**src/rtl/adc_emulator.sv**
```systemverilog
// adc_emulator: SPI-style ADC slave model. Emits 2 leading zeros, a 12-bit
// word MSB first, then trailing zeros, one bit per SCK falling edge.
// CS and SCK are asynchronous to clk and are synchronized before use.
// Optional build macro: ADC_EMULATOR_RAMP_EN replaces the load-written holding
// register with a free-running ramp that advances on every completed frame.
//
// Handshake: there is no valid/ready pair; load is a single-cycle strobe that
// is always accepted, and frame_done/short_frame are single-cycle pulses with
// no back-pressure.
module adc_emulator #(
    parameter int SYNC_STAGES = 2
) (
    input  logic        clk,
    input  logic        rst,
    input  logic        CS,
    input  logic        SCK,
    output logic        SDO,
    input  logic [11:0] sample_in,
    input  logic        load,
    output logic        busy,
    output logic        frame_done,
    output logic        short_frame,
    output logic [2:0]  state_dbg
);

    typedef enum logic [2:0] {
        WAIT_HIGH = 3'd0,
        IDLE      = 3'd1,
        LEAD      = 3'd2,
        DATA      = 3'd3,
        TAIL      = 3'd4
    } state_t;

    state_t                 state, state_next;
    logic [SYNC_STAGES-1:0] cs_sync, sck_sync;
    logic                   cs_d, sck_d, armed;
    logic                   cs_s, sck_s, cs_fall, cs_rise, sck_fall;
    logic [3:0]             n, n_next, bit_idx;
    logic [11:0]            hold, shift_reg;
    logic                   shift_load, done_next, short_next, sdo_next;

    assign cs_s     = cs_sync[SYNC_STAGES-1];
    assign sck_s    = sck_sync[SYNC_STAGES-1];
    assign cs_fall  = cs_d & ~cs_s;
    assign cs_rise  = ~cs_d & cs_s;
    assign sck_fall = sck_d & ~sck_s;

    assign busy      = (state == LEAD) || (state == DATA) || (state == TAIL);
    assign state_dbg = state;

    // Input synchronizers plus one edge-detect stage. 'armed' blocks the
    // WAIT_HIGH exit until the chain has sampled the real pin at least once,
    // so the reset value of the chain can never look like an idle-high CS.
    always_ff @(posedge clk or posedge rst) begin
        if (rst) begin
            cs_sync  <= '1;
            sck_sync <= '0;
            cs_d     <= 1'b1;
            sck_d    <= 1'b0;
            armed    <= 1'b0;
        end else begin
            cs_sync  <= {cs_sync[SYNC_STAGES-2:0], CS};
            sck_sync <= {sck_sync[SYNC_STAGES-2:0], SCK};
            cs_d     <= cs_s;
            sck_d    <= sck_s;
            armed    <= 1'b1;
        end
    end

    // Next-state, bit counter and frame-end pulse decisions.
    always_comb begin
        state_next = state;
        n_next     = n;
        shift_load = 1'b0;
        done_next  = 1'b0;
        short_next = 1'b0;
        case (state)
            WAIT_HIGH: begin
                if (armed && (&cs_sync)) state_next = IDLE;
            end
            IDLE: begin
                if (cs_fall) begin
                    state_next = LEAD;
                    n_next     = 4'd0;
                    shift_load = 1'b1;
                end
            end
            LEAD, DATA, TAIL: begin
                // A CS rise takes priority over a coincident SCK fall.
                if (cs_rise) begin
                    state_next = IDLE;
                    if (state == TAIL) done_next = 1'b1;
                    else               short_next = 1'b1;
                end else begin
                    if (sck_fall && !cs_s && (n != 4'd15)) n_next = n + 4'd1;
                    if ((state == LEAD) && (n_next >= 4'd2))
                        state_next = DATA;
                    else if ((state == DATA) && (n_next >= 4'd14))
                        state_next = TAIL;
                end
            end
            default: state_next = WAIT_HIGH;
        endcase
    end

    // SDO is computed from the next state/count so it moves one clk after
    // the synchronized SCK fall is seen, and drops with the frame abort.
    always_comb begin
        sdo_next = 1'b0;
        bit_idx  = 4'd13 - n_next;
        if (((state_next == LEAD) || (state_next == DATA) || (state_next == TAIL)) &&
            (n_next >= 4'd2) && (n_next <= 4'd13))
            sdo_next = shift_reg[bit_idx];
    end

    // FSM state, counter, captured word and registered outputs.
    always_ff @(posedge clk or posedge rst) begin
        if (rst) begin
            state       <= WAIT_HIGH;
            n           <= 4'd0;
            shift_reg   <= 12'd0;
            SDO         <= 1'b0;
            frame_done  <= 1'b0;
            short_frame <= 1'b0;
        end else begin
            state       <= state_next;
            n           <= n_next;
            if (shift_load) shift_reg <= hold;
            SDO         <= sdo_next;
            frame_done  <= done_next;
            short_frame <= short_next;
        end
    end

`ifdef ADC_EMULATOR_RAMP_EN
    logic unused_ramp_inputs;
    assign unused_ramp_inputs = ^{sample_in, load};

    // Ramp source: advance once per completed frame, wrapping naturally.
    always_ff @(posedge clk or posedge rst) begin
        if (rst)            hold <= 12'd0;
        else if (done_next) hold <= hold + 12'd1;
    end
`else
    // Holding register: written by load at any time; a frame in flight keeps
    // the word it captured at its CS fall.
    always_ff @(posedge clk or posedge rst) begin
        if (rst)       hold <= 12'd0;
        else if (load) hold <= sample_in;
    end
`endif

endmodule

```
**config.mk**
```make
export PLATFORM = sky130hd
export DESIGN_NAME = adc_emulator
export DESIGN_NICKNAME = d
export VERILOG_FILES = /design/src/rtl/adc_emulator.sv
export SDC_FILE = /design/constraint.sdc
export NUM_CORES = 1
export LEC_CHECK = 0
export CORE_UTILIZATION = 45
export DETAILED_ROUTE_END_ITERATION = 10
export GPL_TIMING_DRIVEN = 0
export PLACE_DENSITY = 0.64
export SLEW_MARGIN = 20
export SYNTH_ARGS = -nofsm -noshare
export SYNTH_HDL_FRONTEND = slang
export SYNTH_SLANG_ARGS = --single-unit
export TNS_END_PERCENT = 100
```
**constraint.sdc**
```tcl
create_clock -name clk -period 8.3 [get_ports clk]
set_input_delay 1.66 -clock clk [delete_from_list [all_inputs] [get_ports clk]]
set_output_delay 1.66 -clock clk [all_outputs]
set_load 0.01 [all_outputs]
```
==> impl_metrics.ini <==
[floorplan]
die_w_microns = 66.4
rows = 23
core-area_sq_um = 4000
die_h_microns = 66.4
io_pins = 24
die-area_sq_um = 4410
start_util_pct = 46.7

[route]
postRouteAntennaNets = 0
routed_via_density = 5.40
routedWlPerCell_microns = 14.7
routed_wl_mm = 3.19
drc_errors = 0
first_pass_iters = 4
num_vias = 1171
drt_iter0_drc = 32

[synth]
synthesis.nets = 156
synth_compound_area_share_pct = 8.77
yosys.area_share.adder_pct = 2.68
synth_edf_count = 0
ys_types = 45
synth_cells = 135
synth_top_family_by_area = multiplexers
yosysSeqAreaShare_pct = 55.1
synth_ff_type = dfrtp_1
synthMuxAreaShare_pct = 21.5
synth_area_per_cell_sq_um = 13.8
yosys_warnings = 0
synth-async-reset-ratio_pct = 100
synthSimpleGateAreaFrac_pct = 9.78
ys_ff_latch = 41
synthXorXnorAreaFrac_pct = 0.469
synth_area_sq_um = 1870

[worst_setup_path]
r2r-start = state_dbg[1]
cp_slowest_cell = mux4_1
cp.arrival_ns = 3.63
critPathLaunch = state_dbg[1]
reg2reg_depth = 10
crit_required_ns = 8.47
slowest_delay_ns = 0.59
rr_endpoint = SDO
cp_max_fo = 9
endpoint = SDO
regToRegSetupSlack_ns = 4.84
crit_type = reg2reg
cp-start-kind = flip-flop
endpoint_kind = flip-flop
path_cells = buf_2, or4b_4, nor2_2, mux2i_1, a32oi_2, inv_1, ha_1, mux4_1, a211oi_2, nor4_2

[layout]
fin_area_sq_um = 2300
antenna_cells = 0
fillers = 332
fin_cells = 217
synthToLayoutAreaGrowth_pct = 23.2
final_nets = 187
drive_above_1_share_pct = 33.5

[run]
maxCapViolCount = 0

[power_and_ir_drop]
comb_power_share_pct = 22.3
switchingPower_uw = 141
seq_power_share_pct = 48.3
p_per_area_nw_per_um2 = 243
power_leakage_uw = 0.000951
p_total_uw = 559
p_int_uw = 418
p_clk_share_pct = 29.4
peakVddDrop_uv = 152
p_sw_share_pct = 25.2

[cts]
clk_latency_ns = 0.29
clk_pin_slew_worst_paths_ns = 0.08
cts_root_buf = clkbuf_8
cts-htree-levels = 2
cts_hold_buffers = 0
cts_buffer_depth = 2
cts_setup_buffers = 0
cts_tree = done
cts_sinks = 41
numCtsBuffers = 5
cts_resized = 0

[worst_hold_path]
hold_class = reg2reg

[place]
placed_cells = 209
dpl_cell_area_sq_um = 2180
hpwlAfterDp_mm = 2.41
port_buffers = 23
place_congestion = 0.767

[timing]
whs_ns = 0.350
max_freq_mhz = 289
final_hold_viol_count = 0
setup_viol = 0
fin_crit_ns = 3.46
period_share_pct = 41.7
rsz0062_at_grt = false
slew_viol_final = 0
fin_setup_tns_ns = 0
skew_ns = 0.00395
slew_headroom_pct = 60.4
tightest_slew_ns = 0.594

[global_routing]
grt_usage_pct = 17.0
antenna_found_initial = 0
grt_pass1_wl_mm = 5.51
gr-total-overflow = 0
grt_pass1_vias = 1165
grt_max_degree = 30

[outcome]
status = completed
[routing by layer]
metal  share of wire, %  vias to the layer above  track usage [%]  wire length (microns)
met5                  0                        -                0                      0
met4                1.4                        0             6.38                     44
met3                3.3                        5             3.62                    104
met2                 50                       21             26.7                   1580
met1                 46                      592             23.1                   1460
li1                   -                      553                -                      -
[stage by stage]
step | util [%] | setup WS [ns]
2_1_floorplan | - | 5.18
3_3_place_gp | 54.0 | 4.87
3_5_place_dp | 54.5 | 4.80
4_1_cts | 57.5 | 4.78
5_1_grt | 57.5 | 4.66
6_report | 57.5 | 4.84
[critical path: cells and delay by family, from the launching register on]
| family | cells | cell delay (ns) |
|---|---|---|
| compound gates | 2 | 0.63 |
| fa+ha+maj | 1 | 0.37 |
| buf+inv | 2 | 0.34 |
| flops | 1 | 0.37 |
| mux | 2 | 0.74 |
| simple gates | 3 | 0.87 |
[cells in the mapped netlist (2+ instances only)]
master / n / share of area [%]
ha_1: 4 / 2.7
nand2b_1: 3 / 1.0
dfrtp_1: 38 / 51
dfstp_2: 3 / 4.2
mux2i_1: 2 / 1.1
inv_1: 4 / 0.80
nand2_1: 6 / 1.2
mux4_1: 2 / 2.8
a21oi_1: 2 / 0.54
a31o_2: 2 / 0.94
mux2_2: 26 / 16
nor2_1: 8 / 1.6
a211oi_1: 2 / 0.80
nor3b_2: 2 / 1.3
[how the worst min path moves through the flow]
stage,startpoint,to,slack (ns),cells past startpoint
4_1_cts,sck_sync[0],sck_sync[1],0.35,0
3_3_place_gp,sck_sync[0],sck_sync[1],0.33,0
2_1_floorplan,sck_sync[0],sck_sync[1],0.33,0
6_report,sck_sync[0],sck_sync[1],0.35,0
3_5_place_dp,sck_sync[0],sck_sync[1],0.34,0
5_1_grt,sck_sync[0],sck_sync[1],0.36,0
[power groups by stage]
stage          combinational, uW  sequential, uW  clock [uW]
2_1_floorplan               93.8             265           0
3_3_place_gp                 122             271           0
3_5_place_dp                 126             274           0
4_1_cts                      127             271         170
5_1_grt                      136             278         177
6_report                     125             270         164
[area by class of cell]
type                    count  area, sq um  share of cell area, %
clock buffers               6         82.6                   3.59
plain buffers               3         12.5                  0.544
flip-flops and latches     41         1030                   44.8
repair buffers             24          250                   10.9
multi-input cells          87          811                   35.2
inverters                   4         15.0                  0.653
clock inverters             2         37.5                   1.63
well taps                  50         62.6                   2.72
[placed cells by master, fill, tap and decap left out, drive strengths merged, types with 2 or more instances in the layout]
| master | instances |
|---|---|
| mux2 | 26 |
| inv | 4 |
| nor2 | 9 |
| and2b | 2 |
| nand2 | 6 |
| dfrtp | 38 |
| clkbuf | 7 |
| buf | 3 |
| clkdlybuf4s50 | 23 |
| nor3b | 2 |
| mux2i | 3 |
| a31o | 2 |
| o21ai | 2 |
| and2 | 2 |
| nand2b | 3 |
| a21oi | 2 |
| ha | 4 |
| mux4 | 3 |
| dfstp | 3 |
| a211oi | 3 |
[cells by family after synthesis]
family                   after synthesis
multiplexers                          32
flip-flops                            41
AND/OR/NAND/NOR                       30
XOR/XNOR                               1
AO/OA/AOI/OAI                         19
buffers and inverters                  7
adder cells (fa/ha/maj)                4
other                                  1
Power figures use the tool's default switching activity.
